==> config.mk <==
export PLATFORM = sky130hd
export DESIGN_NAME = linkinit_responder
export DESIGN_NICKNAME = d
export VERILOG_FILES = /design/src/rtl/linkinit_responder.sv
export SDC_FILE = /design/constraint.sdc
export NUM_CORES = 1
export LEC_CHECK = 0
export CAP_MARGIN = 10
export CORE_MARGIN = 2
export CORE_UTILIZATION = 25
export CTS_CLUSTER_DIAMETER = 80
export CTS_CLUSTER_SIZE = 28
export DETAILED_ROUTE_END_ITERATION = 8
export GPL_TIMING_DRIVEN = 0
export PLACE_DENSITY_LB_ADDON = 0.08
export SLEW_MARGIN = 10
export SYNTH_ARGS = -nofsm -noshare
export SYNTH_HDL_FRONTEND = slang
export SYNTH_SLANG_ARGS = --single-unit
==> constraint.sdc <==
create_clock -name clk_100MHz -period 1.6 [get_ports clk_100MHz]
set_input_delay 0.4 -clock clk_100MHz [delete_from_list [all_inputs] [get_ports clk_100MHz]]
set_output_delay 0.4 -clock clk_100MHz [all_outputs]
set_load 0.02 [all_outputs]
==> src/rtl/linkinit_responder.sv <==
//==============================================================================
// Module   : linkinit_responder (with SB_codex_pkg)
// Brief    : LINKINIT responder - takes the partner's active request from the
//            sideband RX path and answers with the active response.
// Revision : 1.0 - initial release
//==============================================================================
`default_nettype none

package SB_codex_pkg;

    typedef struct packed {
        logic [4:0]  opcode;
        logic [2:0]  src_id;
        logic [2:0]  dst_id;
        logic [7:0]  msg_code;
        logic [7:0]  msg_subcode;
        logic [15:0] msg_info;
        logic [63:0] data;
    } SB_msg_t;

    localparam logic [7:0] LINKINIT_ACTIVE_REQ = 8'h01;
    localparam logic [7:0] LINKINIT_ACTIVE_RSP = 8'h02;

endpackage

module linkinit_responder
    import SB_codex_pkg::*;
#(
    parameter int ACK_TIMEOUT = 1000,
    parameter int DROP_CNT_W  = 4
) (
    input  logic                  clk_100MHz,
    input  logic                  reset,
    input  logic                  enable_i,
    output SB_msg_t               TX_msg_o,
    output logic                  TX_msg_valid_o,
    input  logic                  TX_msg_valid_ack_i,
    input  SB_msg_t               RX_msg_i,
    input  logic                  RX_msg_valid_i,
    output logic                  RX_msg_req_o,
    output logic                  LINKINIT_RSP_done_o,
    output logic                  error_o,
    output logic [DROP_CNT_W-1:0] drop_cnt_o,
    output logic                  reset_state_timeout_counter_o
);

    localparam logic [2:0] c_IDLE     = 3'd0;
    localparam logic [2:0] c_WAIT_REQ = 3'd1;
    localparam logic [2:0] c_SEND_RSP = 3'd2;
    localparam logic [2:0] c_DONE     = 3'd3;
    localparam logic [2:0] c_ERR      = 3'd4;

    localparam logic [15:0] c_ACK_LAST = 16'(ACK_TIMEOUT - 1);

    logic [2:0]            r_state;
    logic [2:0]            w_next_state;
    logic [15:0]           r_ack_cnt;
    logic [15:0]           w_ack_cnt_next;
    logic [DROP_CNT_W-1:0] w_drop_next;
    logic                  w_rx_xfer;
    logic                  w_is_req;
    logic                  w_pulse;
    SB_msg_t               w_tx_msg;
    logic                  w_unused_rx;

    // Only the message code of incoming traffic matters here.
    assign w_unused_rx = ^RX_msg_i;

    assign w_rx_xfer = RX_msg_valid_i && RX_msg_req_o;
    assign w_is_req  = (RX_msg_i.msg_code == LINKINIT_ACTIVE_REQ);

    always_ff @(posedge clk_100MHz or negedge reset) begin
        if (!reset) begin
            r_state   <= c_IDLE;
            r_ack_cnt <= '0;
        end else begin
            r_state   <= w_next_state;
            r_ack_cnt <= w_ack_cnt_next;
        end
    end

    always_comb begin
        w_next_state = r_state;
        if (!enable_i) begin
            w_next_state = c_IDLE;
        end else begin
            case (r_state)
                c_IDLE:     w_next_state = c_WAIT_REQ;
                c_WAIT_REQ: if (w_rx_xfer && w_is_req) w_next_state = c_SEND_RSP;
                c_SEND_RSP: begin
                    // An ack in the final waiting cycle still completes.
                    if (TX_msg_valid_ack_i)
                        w_next_state = c_DONE;
                    else if (r_ack_cnt >= c_ACK_LAST)
                        w_next_state = c_ERR;
                end
                c_DONE:     w_next_state = c_DONE;
                c_ERR:      w_next_state = c_ERR;
                default:    w_next_state = c_IDLE;
            endcase
        end
    end

    // Outputs are decoded from the next state and then registered.
    always_comb begin
        w_tx_msg = '0;
        if (w_next_state == c_SEND_RSP)
            w_tx_msg.msg_code = LINKINIT_ACTIVE_RSP;

        w_pulse = enable_i &&
                  (((r_state == c_WAIT_REQ) && w_rx_xfer && w_is_req) ||
                   ((r_state == c_SEND_RSP) && TX_msg_valid_ack_i));

        w_drop_next = drop_cnt_o;
        if (!enable_i)
            w_drop_next = '0;
        else if ((r_state == c_WAIT_REQ) && w_rx_xfer && !w_is_req && !(&drop_cnt_o))
            w_drop_next = drop_cnt_o + 1'b1;

        w_ack_cnt_next = '0;
        if ((r_state == c_SEND_RSP) && (w_next_state == c_SEND_RSP))
            w_ack_cnt_next = r_ack_cnt + 16'd1;
    end

    always_ff @(posedge clk_100MHz or negedge reset) begin
        if (!reset) begin
            TX_msg_o                      <= '0;
            TX_msg_valid_o                <= 1'b0;
            RX_msg_req_o                  <= 1'b0;
            LINKINIT_RSP_done_o           <= 1'b0;
            error_o                       <= 1'b0;
            drop_cnt_o                    <= '0;
            reset_state_timeout_counter_o <= 1'b0;
        end else begin
            TX_msg_o                      <= w_tx_msg;
            TX_msg_valid_o                <= (w_next_state == c_SEND_RSP);
            RX_msg_req_o                  <= (w_next_state == c_WAIT_REQ);
            LINKINIT_RSP_done_o           <= (w_next_state == c_DONE);
            error_o                       <= (w_next_state == c_ERR);
            drop_cnt_o                    <= w_drop_next;
            reset_state_timeout_counter_o <= w_pulse;
        end
    end

endmodule

`default_nettype wire

==> impl_summary.log <==
INFO  metric antenna_cells_inserted = 0
INFO  metric hold-worst-slack = 0.142 ns
INFO  metric cp_data_required_time = 1.76 ns
INFO  metric min_period_over_period = 104%
INFO  metric detailroute.via_count = 1485
INFO  metric power_density = 536 mW/mm²
INFO  metric maxCapViolCount = 0
INFO  metric fp-row-count = 32
INFO  metric worst-path-max-fanout = 5
INFO  metric gp_congestion = 0.709
INFO  metric synth.yosys.warnings = 0
INFO  metric drt-vias-per-instance = 3.20
INFO  metric area_growth_from_synthesis_to_layout = 46.0%
INFO  metric start_util = 26.1%
INFO  metric p_leak = 1.69 nW
INFO  metric chipHeight = 94.5 µm
INFO  metric final_count_of_pins_violating_max_slew = 0
INFO  metric hold_path.class = input port to asynchronous set/reset pin
INFO  metric crit_path_top_delay_cell = sky130_fd_sc_hd__or4_4
INFO  metric cp_slowest_stage_delay = 0.52 ns
INFO  metric finalWirelength = 3760 µm
INFO  metric crit_type = input port to flip-flop
INFO  metric critical_path_arrival = 1.83 ns
INFO  metric syn-instance-count = 218
INFO  metric design.core.area = 0.00785 mm²
INFO  metric detail_route.iter0.violations = 45
INFO  metric firstDrtPassIters = 2
INFO  metric cts-root-to-sink-buffers = 2
INFO  metric ir_drop = 0.341 mV
INFO  metric io_pins = 228
INFO  metric clkTransAtPathRegs = 0.09 ns
INFO  metric groute.layer.met3.usage = 3.27%
INFO  metric fmax = 598 MHz
INFO  metric startpoint_type = input port
INFO  metric worstSkewPairLatency = 0.27 ns
INFO  metric clock-sinks = 28
INFO  metric area_of_all_placed_cells_without_fillers = 0.00299 mm²
INFO  metric violations_in_the_final_reports = negative setup slack
INFO  metric via_count_of_the_first_global_routing_pass = 1226
INFO  metric grt_first_pass_wirelength = 5570 µm
INFO  metric grt_overflow_total = 0
INFO  metric final_layout_size_suffix_gt1_share = 41.7%
INFO  metric crit_path_setup_slack_layout = -0.0712 ns
INFO  metric seq_cells_post_synth = 28
INFO  metric layout.cells.most_common_list = sky130_fd_sc_hd__buf_4, sky130_fd_sc_hd__conb_1, sky130_fd_sc_hd__dfrtp_1
INFO  metric timing.clock.skew = 0.00296 ns
INFO  metric drtAntennaViolNets = 0
INFO  metric final_util = 38.1%
INFO  metric die_area = 0.00892 mm²
INFO  metric port_buffers = 22
INFO  metric detailed_place.area = 0.00281 mm²
INFO  metric place.detailed.hpwl = 2970 µm
INFO  metric timing.final.crit_period = 1.67 ns
INFO  metric relSlewSlack = 57.9%
INFO  metric cts.root.buffer_cell = sky130_fd_sc_hd__clkbuf_8
INFO  metric avgRoutedWirePerCell = 8.09 µm
INFO  metric die_x = 94.5 µm
INFO  metric finalNetCount = 478
INFO  metric cts_tree = built
INFO  metric grt_util_met2 = 12.7%
INFO  metric track_usage = 7.81%
INFO  metric synth.distinct_cells = 35
INFO  metric number_of_antenna_violations_at_the_first_check_in_global_routing = 0
INFO  metric drc = 0
INFO  metric synth.yosys.seq_area_share = 34.3%
INFO  metric setup_tns = -0.420 ns
INFO  metric cts_max_level = 1
INFO  metric mean_cell_area_of_the_mapped_netlist = 9.38 µm²
INFO  metric crit_path_end_kind = flip-flop
INFO  metric rsz0062_at_grt = yes
INFO  metric crit_path_cell_trace = clkbuf_2 > or4_4 > or3_4 > a21o_4 > and3b_1
INFO  metric final-setup-viol-count = 14
INFO  metric outcome = finished, violations left
INFO  metric cts-buffers-inserted = 3
INFO  metric hold_viol_final = 0
INFO  metric pre_cts_ws = -0.666 ns
INFO  metric synthesis.area = 0.00205 mm²
INFO  metric grt.busiest_layer = met2
INFO  metric met1_usage = 9.76%
INFO  metric largest_net_degree_at_the_start_of_global_routing = 29
INFO  metric timing_worst_slew_pin_value = 0.631 ns
==> per-stage QoR <==
step           power [mW]  std cells
5_1_grt              1.71        464
6_report             1.60        464
4_1_cts              1.61        459
3_5_place_dp         1.24        453
2_1_floorplan        1.18        329
3_3_place_gp         1.24        453
==> synthesized netlist by cell type <==
| cell | number | area share [%] |
|---|---|---|
| sky130_fd_sc_hd__and4_1 | 2 | 0.86 |
| sky130_fd_sc_hd__or4_1 | 1 | 0.37 |
| sky130_fd_sc_hd__a311o_1 | 1 | 0.49 |
| sky130_fd_sc_hd__nor3b_1 | 2 | 0.73 |
| sky130_fd_sc_hd__a21o_2 | 1 | 0.43 |
| sky130_fd_sc_hd__nand4b_1 | 1 | 0.43 |
| sky130_fd_sc_hd__nand3_1 | 6 | 1.5 |
| sky130_fd_sc_hd__inv_1 | 3 | 0.55 |
| sky130_fd_sc_hd__nor2b_1 | 2 | 0.61 |
| sky130_fd_sc_hd__mux2i_1 | 4 | 2.0 |
| sky130_fd_sc_hd__clkbuf_1 | 1 | 0.18 |
| sky130_fd_sc_hd__nor2_1 | 12 | 2.2 |
| sky130_fd_sc_hd__conb_1 | 1 | 0.18 |
| sky130_fd_sc_hd__o21ai_0 | 2 | 0.49 |
| sky130_fd_sc_hd__and3_1 | 3 | 0.92 |
| sky130_fd_sc_hd__dfrtp_1 | 28 | 34 |
| sky130_fd_sc_hd__xnor2_1 | 3 | 1.3 |
| sky130_fd_sc_hd__nor3_2 | 1 | 0.49 |
| sky130_fd_sc_hd__or4_4 | 1 | 0.55 |
| sky130_fd_sc_hd__nor3_1 | 1 | 0.24 |
| sky130_fd_sc_hd__or3_4 | 1 | 0.55 |
| sky130_fd_sc_hd__buf_4 | 107 | 39 |
| sky130_fd_sc_hd__nand4_1 | 3 | 0.92 |
| sky130_fd_sc_hd__and3b_1 | 1 | 0.43 |
| sky130_fd_sc_hd__or4b_4 | 1 | 0.67 |
| sky130_fd_sc_hd__a211o_1 | 1 | 0.43 |
| sky130_fd_sc_hd__a211oi_2 | 1 | 0.61 |
| sky130_fd_sc_hd__a21o_1 | 1 | 0.37 |
| sky130_fd_sc_hd__a21boi_1 | 1 | 0.37 |
| sky130_fd_sc_hd__nand2b_1 | 3 | 0.92 |
| sky130_fd_sc_hd__a21oi_1 | 3 | 0.73 |
| sky130_fd_sc_hd__a311oi_1 | 2 | 0.86 |
| sky130_fd_sc_hd__nand2_1 | 10 | 1.8 |
| sky130_fd_sc_hd__xor2_1 | 5 | 2.1 |
| sky130_fd_sc_hd__ha_1 | 2 | 1.2 |
==> timing repair <==
action / 4_1_cts / 5_1_grt
gates resized for setup: 39 / 29
hold buffers: 0 / 0
setup endpoints to repair: 29 / 19
pin swaps: 10 / 16
setup buffers: 3 / 4
gates cloned: 0 / 1
endpoints found under the hold margin: 0 / 0
==> registers in the layout, summed over array words and instances (netlist names) <==
signal and flops:
reset_state_timeout_counter_o 1, drop_cnt_o 4, LINKINIT_RSP_done_o 1, error_o 1
RX_msg_req_o 1, r_state 3, r_ack_cnt 16, TX_msg_o 1
==> worst max-delay path: cells and delay by family <==
kind / cells / cell delay (ns)
simple gates: 3 / 1.10
compound gates: 1 / 0.24
buf+inv: 1 / 0.08
==> path summary, 6_finish.rpt <==
check,to,slack [ns],start,cells after the start
min reg2reg,r_ack_cnt[0],0.51,r_ack_cnt[0],1
max,RX_msg_req_o,-0.07,RX_msg_i[93],5
max in group asynchronous,TX_msg_o[89],1.05,reset,1
max reg2reg,TX_msg_o[89],-0.06,r_ack_cnt[12],5
min in group clk_100MHz,r_ack_cnt[0],0.51,r_ack_cnt[0],1
min,drop_cnt_o[3],0.14,reset,1
==> cells by family (layout without fill, tap and decap cells) <==
| group | Yosys count | after routing | synth area share [%] |
|---|---|---|---|
| xor gates and xnor gates | 8 | 8 | 3.43 |
| muxes | 4 | 4 | 1.96 |
| DFF | 28 | 28 | 34.3 |
| other | 1 | 112 | 0.183 |
| buffers and inverters | 111 | 144 | 40.0 |
| adders and majority gates | 2 | 2 | 1.22 |
| and+or+nand+nor | 51 | 51 | 14.2 |
| AOI/OAI and AO/OA | 13 | 13 | 4.77 |
==> per-layer routing <==
| metal | vias to the layer above | part of all wire [%] |
|---|---|---|
| met1 | 609 | 42 |
| met3 | 2 | 13 |
| met2 | 91 | 44 |
| met4 | 0 | 0.51 |
| met5 | - | 0 |
| li1 | 783 | - |
==> report_power, final <==
part	switching (mW)	leakage (nW)	internal (mW)
combinational	0.295	1.30	0.205
clock	0.204	0.0216	0.169
sequential	0.00839	0.372	0.719
==> layout make-up <==
type	instances	area, µm²
Fill cell	789	4860
Multi-Input combinational cell	190	1050
Buffer	108	808
Sequential cell	28	701
Timing Repair Buffer	30	250
Tap cell	102	128
Clock buffer	3	41.3
Inverter	3	11.3
Power figures use the tool's default switching activity.
==> RTL edit (same flow settings) <==
Set the parameter `DROP_CNT_W` to 6 (it was 4).
--- a/src/rtl/linkinit_responder.sv
+++ b/src/rtl/linkinit_responder.sv
@@ -28,5 +28,5 @@
 #(
     parameter int ACK_TIMEOUT = 1000,
-    parameter int DROP_CNT_W  = 4
+    parameter int DROP_CNT_W  = 6
 ) (
     input  logic                  clk_100MHz,
Interface: changed (resized drop_cnt_o); port bits go from 228 to 230. No check against the original RTL was run, so the function may have changed too.
==> RTL edit against the original RTL <==
- the flow still finishes with violations (negative setup slack)
- clock power rose by 48%
- critical endpoint is now r_ack_cnt[5]$_DFF_PN0_
- via count rose by 13%
- final cell count grew 8.6%
- synthesized area rose by 5.7%
- setup slack better by 4.0 ps
- largest cell class is now multi-input gates
- sequential cell count is 2 higher
- critical path depth up 1
- non-clock buffer count increased by 15
- core utilization is 3.2 points higher
- wire length grew 22%
- total power up 16%
- design area is 15% higher
==> RTL edit: results (changes against the original RTL) <==
Outcome
  • Outcome: complete, but fails checks
  • Failing checks: negative setup slack

Worst setup path
  • Kind of critical path: flip-flop to flip-flop
  • CP peak stage delay: 400 ps (-120 ps)
  • R2R depth: 6 (+1)
  • FF-to-FF End: r_ack_cnt[5]$_DFF_PN0_

Placement
  • Placer Congestion: 0.706 (-0.37%)
  • Post-DP Area: 2950 um^2 (+5.3%)
  • HPWL Detailed: 3380 um (+14%)

CTS
  • TritonCTS buffer count: 5 (+2)
  • Postcts setup bufs: 12 (+9)

Final layout
  • FF+latch area: 757 um^2 (+8.0%)
  • # nets final: 513 (+7.3%)
  • Layout cell share with drive strength beyond 1: 0.446 (+0.0290)

Detailed routing
  • Total number of vias: 1685 (+13%)
  • Drt initial violations: 37 (-18%)
  • Total routed wirelength: 4590 um (+22%)
  • Vias per std cell: 3.34 (+4.5%)

Timing
  • Setup TNS: -494 ps (-74.0 ps)
  • Final setup viols: 10 (-4)
  • Setup ws final: -67.2 ps (+3.98 ps)
  • Worst clock skew: 4.97 ps (+2.01 ps)

Global routing
  • Number of global-route vias before repair: 1497 (+22%)
  • GRT Overall Usage: 0.0928 (+0.0148)

Logic synthesis
  • Most instantiated cells after synthesis: buf_4, dfrtp_1, nor2_1
  • Mean Syn Cell Area: 9.08 um^2 (-3.2%)
  • Synthesized-area fraction occupied by adder cells: 0.0116 (-0.000658)
  • Xor/xnor share of the synthesized area: 0.0324 (-0.00184)
  • Synth Area in Compound Gates: 0.0631 (+0.0154)
  • Multiplexer share of the synthesized area: 0 (-0.0196)

Pwr
  • Seq pwr: 777 uW (+6.9%)
==> RTL edit: changes by cell type after synthesis, moves of 3 or more <==
cell	before	now
or3_1	0	4
a21oi_1	3	10
xnor2_1	3	6
nand2_1	10	5
o31ai_1	0	4
or4_1	1	4
xor2_1	5	2
mux2i_1	4	0
nor2_1	12	17
inv_1	3	8
and3_1	3	0
==> RTL edit: routing by layer <==
metal  global-route usage  wire length, um  share of wire  vias up
li1                     -                -              -      880
met3               0.0361              518           0.11        4
met1                0.111             1820           0.40      710
met2                0.154             2220           0.48       91
met5                    0                0              0        -
met4               0.0293               32         0.0070        0
==> RTL edit: how the worst min path moves through the flow <==
stage                                 startpoint                       endpoint  slack [ps]  cells past startpoint
after global placement    r_ack_cnt[0]$_DFF_PN0_         r_ack_cnt[0]$_DFF_PN0_         480                      1
final                                      reset        r_ack_cnt[12]$_DFF_PN0_         170                      1
after detailed placement  r_ack_cnt[0]$_DFF_PN0_         r_ack_cnt[0]$_DFF_PN0_         480                      1
after CTS                                  reset              error_o$_DFF_PN0_         200                      1
after global routing                       reset        r_ack_cnt[11]$_DFF_PN0_         220                      1
after floorplan                            reset  LINKINIT_RSP_done_o$_DFF_PN0_         100                      0
==> RTL edit: final cells by class <==
cell class | count | share of cell area
Buffer | 110 | 0.245
Clock buffer | 7 | 0.0223
Inverter | 8 | 0.00878
Multi-Input combinational cell | 201 | 0.355
Sequential cell | 30 | 0.221
Tap cell | 105 | 0.0384
Timing Repair Buffer | 43 | 0.109
==> RTL edit: cells by family after synthesis <==
family,Yosys count
and+or+nand+nor,57
other,1
adders and majority gates,2
buffers and inverters,118
xor gates and xnor gates,8
DFF,30
AOI/OAI and AO/OA,22
